File: config.mk
export PLATFORM = sky130hd
export DESIGN_NAME = demux4_reg
export DESIGN_NICKNAME = d
export VERILOG_FILES = /design/src/rtl/demux_pkg.sv /design/src/rtl/demux_slot.sv /design/src/rtl/demux4_reg.sv
export SDC_FILE = /design/constraint.sdc
export NUM_CORES = 1
export LEC_CHECK = 0
export ABC_AREA = 1
export CORE_UTILIZATION = 40
export CTS_BUF_LIST = sky130_fd_sc_hd__clkbuf_2 sky130_fd_sc_hd__clkbuf_4 sky130_fd_sc_hd__clkbuf_8
export DETAILED_ROUTE_END_ITERATION = 12
export GPL_TIMING_DRIVEN = 0
export PLACE_DENSITY_LB_ADDON = 0.12
export SLEW_MARGIN = 0
export SYNTH_ARGS = -nofsm -noshare
export SYNTH_HDL_FRONTEND = slang
export SYNTH_SLANG_ARGS = --single-unit
File: constraint.sdc
create_clock -name clk -period 1.6 [get_ports clk]
set_input_delay 0.16 -clock clk [delete_from_list [all_inputs] [get_ports clk]]
set_output_delay 0.16 -clock clk [all_outputs]
set_load 0.02 [all_outputs]
File: src/rtl/demux_pkg.sv
// Shared definitions for the registered 1-to-4 demultiplexer: select codes,
// default data width and the round-robin pointer step.
package demux_pkg;

    localparam int unsigned DEMUX_N_DEF  = 8;
    localparam int unsigned DEMUX_NCH    = 4;
    localparam int unsigned DEMUX_SEL_W  = 2;

    typedef enum logic [DEMUX_SEL_W-1:0] {
        CH0 = 2'b00,
        CH1 = 2'b01,
        CH2 = 2'b10,
        CH3 = 2'b11
    } demux_sel_e;

    // Next round-robin destination; wraps CH3 -> CH0.
    function automatic logic [DEMUX_SEL_W-1:0] rr_next(input logic [DEMUX_SEL_W-1:0] ptr);
        return DEMUX_SEL_W'(ptr + DEMUX_SEL_W'(1));
    endfunction

endpackage

File: src/rtl/demux_slot.sv
// One-entry output buffer for a single demux channel: load fills it, a
// downstream transfer (v & rdy) empties it unless a load lands in the same cycle.
module demux_slot #(
    parameter int unsigned N = 8
) (
    input  logic         clk,
    input  logic         rst,
    input  logic         load,
    input  logic [N-1:0] load_data,
    input  logic         rdy,
    output logic [N-1:0] y,
    output logic         v
);

    logic [N-1:0] y_q, y_d;
    logic         v_q, v_d;

    // Load wins over drain so a full slot sustains one word per cycle.
    always_comb begin
        y_d = y_q;
        v_d = v_q;
        if (load) begin
            y_d = load_data;
            v_d = 1'b1;
        end else if (v_q && rdy) begin
            v_d = 1'b0;
        end
    end

    always_ff @(posedge clk) begin
        if (rst) begin
            y_q <= '0;
            v_q <= 1'b0;
        end else begin
            y_q <= y_d;
            v_q <= v_d;
        end
    end

    assign y = y_q;
    assign v = v_q;

endmodule

File: src/rtl/demux4_reg.sv
// Registered 1-to-4 demultiplexer with per-channel one-entry buffers and
// either explicit (s) or round-robin destination selection.
module demux4_reg
    import demux_pkg::*;
#(
    parameter int unsigned N = DEMUX_N_DEF
) (
    input  logic                   clk,
    input  logic                   rst,
    input  logic [N-1:0]           d,
    input  logic                   d_valid,
    output logic                   d_ready,
    input  logic [DEMUX_SEL_W-1:0] s,
    input  logic                   auto,
    output logic [N-1:0]           y0,
    output logic [N-1:0]           y1,
    output logic [N-1:0]           y2,
    output logic [N-1:0]           y3,
    output logic                   v0,
    output logic                   v1,
    output logic                   v2,
    output logic                   v3,
    input  logic                   r0,
    input  logic                   r1,
    input  logic                   r2,
    input  logic                   r3,
    output logic [DEMUX_SEL_W-1:0] rr_ptr
);

    logic [DEMUX_SEL_W-1:0] rr_ptr_q, rr_ptr_d;
    demux_sel_e             dst_c;
    logic [DEMUX_NCH-1:0]   r_c;
    logic [DEMUX_NCH-1:0]   v_w;
    logic [DEMUX_NCH-1:0]   load_c;
    logic [N-1:0]           y_w [DEMUX_NCH];
    logic                   ready_c;
    logic                   accept_c;

    assign r_c = {r3, r2, r1, r0};

    // Ready depends only on the chosen slot, never on d_valid.
    always_comb begin
        dst_c    = auto ? demux_sel_e'(rr_ptr_q) : demux_sel_e'(s);
        ready_c  = ~v_w[dst_c] | r_c[dst_c];
        accept_c = d_valid & ready_c;
        load_c   = '0;
        if (accept_c) begin
            case (dst_c)
                CH0:     load_c[0] = 1'b1;
                CH1:     load_c[1] = 1'b1;
                CH2:     load_c[2] = 1'b1;
                CH3:     load_c[3] = 1'b1;
                default: load_c    = '0;
            endcase
        end
        rr_ptr_d = rr_ptr_q;
        if (accept_c && auto) begin
            rr_ptr_d = rr_next(rr_ptr_q);
        end
    end

    always_ff @(posedge clk) begin
        if (rst) begin
            rr_ptr_q <= '0;
        end else begin
            rr_ptr_q <= rr_ptr_d;
        end
    end

    for (genvar k = 0; k < DEMUX_NCH; k++) begin : g_slot
        demux_slot #(.N(N)) u_slot (
            .clk       (clk),
            .rst       (rst),
            .load      (load_c[k]),
            .load_data (d),
            .rdy       (r_c[k]),
            .y         (y_w[k]),
            .v         (v_w[k])
        );
    end

    assign d_ready = ready_c;
    assign rr_ptr  = rr_ptr_q;
    assign y0 = y_w[0];
    assign y1 = y_w[1];
    assign y2 = y_w[2];
    assign y3 = y_w[3];
    assign v0 = v_w[0];
    assign v1 = v_w[1];
    assign v2 = v_w[2];
    assign v3 = v_w[3];

endmodule
==> results of run 1 <==
## critical path: stages (launching register included)
cell	delay, ps
dfxtp_2	340
inv_2	70
nand2_2	60
nand2_4	120
nand2_1	60
nand2_1	50
nand2_1	60
nand2_2	100
nand2_4	60
buf_6	120
buf_6	120
## timing repair
item | in CTS | in global routing
hold endpoints to repair | 0 | 0
buffers inserted | 10 | 2
gates cloned | 0 | 5
endpoints found under the setup margin | 33 | 39
resized for setup | 18 | 33
pin swaps | 5 | 21
## layout by cell type, fill, tap and decap left out, drive strengths merged
cell,netlist,layout
dfxtp,38,38
inv,83,83
nand3,10,14
a21oi,5,5
clkdlybuf4s50,0,51
clkinv,1,2
nor2,38,38
nand4,33,33
dlygate4sd2,0,3
nand2,95,95
clkbuf,4,12
buf,7,20
## cell families (layout without fill, tap and decap cells)
kind of cell           Yosys count  in the layout  share of synthesized area
AOI/OAI and AO/OA                5              5                     0.0141
buffers and inverters           95            171                      0.191
DFF                             38             38                      0.373
and+or+nand+nor                176            180                      0.421
## layer usage
metal  global-route usage  up-vias  routed length, um
li1                     -     1103                  -
met2                0.362       58               2770
met1                0.242      944               2310
met3               0.0508        5                349
met5                    0        -                  0
met4               0.0726        0                 69
## worst max path at each step
stage | startpoint | endpoint | slack (ps) | cells past startpoint
5_1_grt | rr_ptr[0] | g_slot[2].u_slot.y[4] | -120 | 14
4_1_cts | rr_ptr[1] | d_ready | 9 | 9
2_1_floorplan | rr_ptr[0] | g_slot[1].u_slot.y[7] | 90 | 12
3_3_place_gp | auto | d_ready | -680 | 11
6_report | rr_ptr[0] | d_ready | -30 | 10
3_5_place_dp | auto | d_ready | -680 | 11
## registers in the layout, indices dropped and copies added (netlist names)
register	count
g_slot.u_slot.y	32
rr_ptr	2
g_slot.u_slot.v	4
## layout make-up
cell class	instances	share of cell area
Multi-Input combinational cell	185	0.337
Sequential cell	38	0.251
Timing Repair Buffer	68	0.224
Inverter	84	0.104
Clock buffer	7	0.0296
Tap cell	67	0.0276
Buffer	11	0.0255
Clock inverter	1	0.00165
## per-stage QoR
| stage | setup WS, ps | hold slack (ps) | cells | total power, mW |
|---|---|---|---|---|
| 3_3_place_gp | -681 | 470 | 436 | 1.72 |
| 3_5_place_dp | -684 | 477 | 436 | 1.72 |
| 2_1_floorplan | 88.1 | 229 | 314 | 1.47 |
| 4_1_cts | 9.12 | 332 | 454 | 2.45 |
| 5_1_grt | -115 | 370 | 461 | 2.65 |
| 6_report | -29.5 | 341 | 461 | 2.51 |
## power by group
group          switching, mW  internal, mW
clock network          0.338         0.365
registers             0.0364          1.02
logic                  0.429         0.331
==> flow_metrics.env, run 1 <==
export IMPL_status="finished, violations left"
export IMPL_violations="setup timing"
export IMPL_grt_pass1_vias=1902
export IMPL_worst_pin_slew_ps=470
export IMPL_clockBufferDepth=2
export IMPL_cp_start_kind="flip-flop"
export IMPL_hp_class="primary input to flip-flop"
export IMPL_ys_async_sr_fraction=0
export IMPL_cp_max_fo=6
export IMPL_multiInputGateArea_um2=1020
export IMPL_portBuffers=55
export IMPL_dp_hpwl_mm=3.52
export IMPL_stdcell_area_um2=3040
export IMPL_yosys_area_top_type="dfxtp_1"
export IMPL_ctsHoldBuffers=0
export IMPL_cap_viol_max_count=0
export IMPL_syn2layout_area_growth_pct=49.2
export IMPL_drt_wirelength_per_cell_um=11.9
export IMPL_worstSkewPairLatency_ps=290
export IMPL_gr_total_overflow=0
export IMPL_peakVddDrop_v=0.000658
export IMPL_grt_max_degree=12
export IMPL_gp_congestion=0.795
export IMPL_fin_skew_ps=4.57
export IMPL_r2r_setup_slack_ps=-30
export IMPL_h_tree_depth=2
export IMPL_antenna_found_initial=0
export IMPL_cts_tree="built"
export IMPL_hold_violations=0
export IMPL_max_slew_margin=0.686
export IMPL_min_delay_start="d_valid"
export IMPL_endpoint_kind="output pin"
export IMPL_ys_flop_type="dfxtp_1"
export IMPL_required_ps=1440
export IMPL_final_setup_viol_count=4
export IMPL_initialDrtViolationCount=96
export IMPL_antennaDiodeCount=0
export IMPL_timing_rr_end="g_slot[3].u_slot.y[6]"
export IMPL_postPlaceCellArea_um2=2670
export IMPL_num_io_pins=57
export IMPL_die_area_um2=5380
export IMPL_yosysMostFrequentCell="nand2_1"
export IMPL_start_util=0.423
export IMPL_drc_errors=0
export IMPL_r2r_cells=14
export IMPL_final_core_util=0.631
export IMPL_power_density_nw_per_um2=827
export IMPL_syn_nets=332
export IMPL_hold_depth=3
export IMPL_fin_crit_sh=1.02
export IMPL_clock_root_buffer="clkbuf_8"
export IMPL_power_leakage_nw=1.45
export IMPL_row_count=25
export IMPL_postRouteAntennaNets=0
export IMPL_fin_ws_ps=-29.5
export IMPL_synth_area_per_cell_um2=6.49
export IMPL_vias=2110
export IMPL_cts_sinks=38
export IMPL_crit_arrival_ps=1470
export IMPL_min_period_ps=1630
export IMPL_max_freq_mhz=614
export IMPL_die_y_um=73.4
export IMPL_routed_wl_mm=5.50
export IMPL_core_area_um2=4820
export IMPL_firstDrtPassIters=4
export IMPL_die_w_um=73.4
export IMPL_rsz0062_at_grt="true"
export IMPL_ys_types=20
export IMPL_numCtsBuffers=5
export IMPL_finalNetCount=411
export IMPL_ys_seq_elements=38
export IMPL_layout_drive_gt1_share=0.223
export IMPL_grt_first_pass_wirelength_mm=8.32
export IMPL_critPathKind="flip-flop to output pin"
export IMPL_setup_tns_ps=-59.9
export IMPL_min_to="rr_ptr[0]"
export IMPL_clkTransAtPathRegs_ps=70
export IMPL_vias_per_cell=4.58
export IMPL_grt_usage=0.205
export IMPL_regArea_um2=763
export IMPL_post_synth_top_area_fraction=0.373
export IMPL_yosys_warnings=0
export IMPL_nFillCells=474
export IMPL_netlist_area_um2=2040
export IMPL_rr_startpoint="rr_ptr[0]"
export IMPL_syn_inst=314
export IMPL_ys_top_cells_by_count="nand2_1 (87), inv_1 (82), dfxtp_1 (38), nand4_1 (33), nor2_1 (33)"
export IMPL_finalMaxSlewViolations=0
export IMPL_synthTopCellsByArea="dfxtp_1 (37%), nand2_1 (16%), inv_1 (15%)"
export IMPL_yosysSeqAreaShare=0.373
export IMPL_synth_edff_count=0
Power figures use the tool's default switching activity.
==> run 2, diff against run 1 <==
CORE_ASPECT_RATIO = 1.1   (was not set)
==> run 2 against run 1 <==
  * The flow now finishes without violations
  * Clock power is 15% higher
  * Count of clock-buffer cells in the layout decreased by 2
  * Register-to-register slack improved by 120 ps
  * First-iteration DRC count shrank 15%
  * Critical path type unchanged
  * Largest power group unchanged
==> flow_metrics.env, run 2 (synthesis gave the netlist of run 1 again) <==
export IMPL_hold_violations=0
export IMPL_clock_root_buffer="clkbuf_8"
export IMPL_postPlaceCellArea_um2=2660
export IMPL_start_util=0.426
export IMPL_cp_start_kind="flip-flop"
export IMPL_antennaDiodeCount=0
export IMPL_drt_wirelength_per_cell_um=11.2
export IMPL_hp_class="primary input to flip-flop"
export IMPL_r2r_setup_slack_ps=90
export IMPL_cts_tree="built"
export IMPL_syn2layout_area_growth_pct=39.7
export IMPL_critPathKind="flip-flop to output pin"
export IMPL_max_slew_margin=0.713
export IMPL_grt_usage=0.195
export IMPL_grt_max_degree=13
export IMPL_hold_depth=3
export IMPL_row_count=26
export IMPL_critical_path_depth=7
export IMPL_power_density_nw_per_um2=890
export IMPL_crit_family="simple AND/OR/NAND/NOR gates"
export IMPL_path_cells="nand2_1, nand2_4, nand3_1, nand2_1, nor2_2, nand2_4, buf_6"
export IMPL_routed_wl_mm=4.92
export IMPL_use_met1=0.233
export IMPL_mostFrequentLayoutCells="nand2_1 (84), inv_1 (81), clkdlybuf4s50_1 (52)"
export IMPL_worstSkewPairLatency_ps=300
export IMPL_initialDrtViolationCount=82
export IMPL_final_setup_viol_count=0
export IMPL_min_period_ps=1530
export IMPL_required_ps=1440
export IMPL_endpoint_kind="output pin"
export IMPL_crit_arrival_ps=1370
export IMPL_worst_pin_slew_ps=431
export IMPL_rsz0062_at_grt="true"
export IMPL_met2_usage=0.338
export IMPL_stdcell_area_um2=2850
export IMPL_grt_first_pass_wirelength_mm=8.31
export IMPL_cap_viol_max_count=0
export IMPL_max_stage_delay_ps=340
export IMPL_gr_max_usage_layer="met2"
export IMPL_postRouteAntennaNets=0
export IMPL_antenna_found_initial=0
export IMPL_core_area_um2=4780
export IMPL_numCtsBuffers=5
export IMPL_grt_pass1_vias=1808
export IMPL_gr_total_overflow=0
export IMPL_dp_hpwl_mm=3.48
export IMPL_slowest_stage="dfxtp_2"
export IMPL_grt_met3_usage=0.0512
export IMPL_status="finished, final reports clean"
export IMPL_die_area_um2=5380
export IMPL_clockBufferDepth=2
export IMPL_die_w_um=70.0
export IMPL_critPathBufInv=1
export IMPL_timing_rr_end="g_slot[3].u_slot.y[2]"
export IMPL_gp_congestion=0.812
export IMPL_min_to="rr_ptr[0]"
export IMPL_cp_max_fo=6
export IMPL_portBuffers=55
export IMPL_clkTransAtPathRegs_ps=70
export IMPL_final_core_util=0.595
export IMPL_final_common_cell="nand2_1"
export IMPL_vias_per_cell=4.61
export IMPL_power_leakage_nw=1.41
export IMPL_max_freq_mhz=654
export IMPL_vias=2027
export IMPL_fin_crit_sh=0.956
export IMPL_finalMaxSlewViolations=0
export IMPL_r2r_cells=11
export IMPL_fin_skew_ps=11.0
export IMPL_setup_tns_ps=0
export IMPL_cts_sinks=38
export IMPL_ctsHoldBuffers=0
export IMPL_layout_drive_gt1_share=0.130
export IMPL_h_tree_depth=2
export IMPL_finalNetCount=401
export IMPL_drc_errors=0
export IMPL_largest_reg_flops=32
export IMPL_die_y_um=76.8
export IMPL_firstDrtPassIters=4
export IMPL_rr_startpoint="rr_ptr[0]"
export IMPL_peakVddDrop_v=0.000548
export IMPL_min_delay_start="d_valid"
export IMPL_num_io_pins=57
[run 2: cell count changes in the layout (fill, tap and decap cells not counted), sizes merged, moves of 2 or more]
cell         delta
nand3           -4
buf             -6
dlygate4sd2     -2
clkbuf          -2
[run 2: what timing repair did]
item / CTS / global route
cloned: 0 / 0
setup buffers: 3 / 5
endpoints found under the setup margin: 32 / 21
gates resized for setup: 9 / 9
pin swaps: 2 / 6
[run 2: worst max path at each step]
stage / startpoint / endpoint
floorplan: rr_ptr[0] / g_slot[1].u_slot.y[7]
global placement: auto / d_ready
detailed placement: auto / d_ready
CTS: s[0] / d_ready
global route: rr_ptr[0] / g_slot[0].u_slot.y[3]
finish: rr_ptr[0] / d_ready
[run 2: routing by layer]
metal | vias to the layer above | part of all wire
met5 | - | 0
met4 | 0 | 0.013
met3 | 6 | 0.068
met2 | 55 | 0.50
met1 | 895 | 0.41
li1 | 1071 | -
[run 2: final cells by class]
type | instances | area (um2)
Fill cell | 498 | 1940
Multi-Input combinational cell | 181 | 902
Sequential cell | 38 | 763
Timing Repair Buffer | 63 | 617
Inverter | 84 | 315
Tap cell | 56 | 70.1
Clock buffer | 5 | 68.8
Buffer | 10 | 68.8
Clock inverter | 3 | 40.0
[run 2: where the power goes]
group,internal [mW],switching [mW],total [mW]
logic,0.293,0.382,0.674
clock network,0.459,0.347,0.806
registers,1.02,0.0350,1.05
[run 2: metrics by stage]
stage          setup WS [ps]  hold WS, ps  total power, mW  cells
3_5_place_dp            -675          476             1.72    425
3_3_place_gp            -669          470             1.71    425
4_1_cts                 7.09          316             2.53    435
6_report                70.4          333             2.53    440
5_1_grt                -25.3          349             2.68    440
2_1_floorplan           88.1          229             1.47    314
[run 2: tightest hold or removal path: cells and delay by family]
kind / cells / cell delay, ps
AO/OA/AOI/OAI: 1 / 50
AND/OR/NAND/NOR: 1 / 170
buffers and inverters: 1 / 210
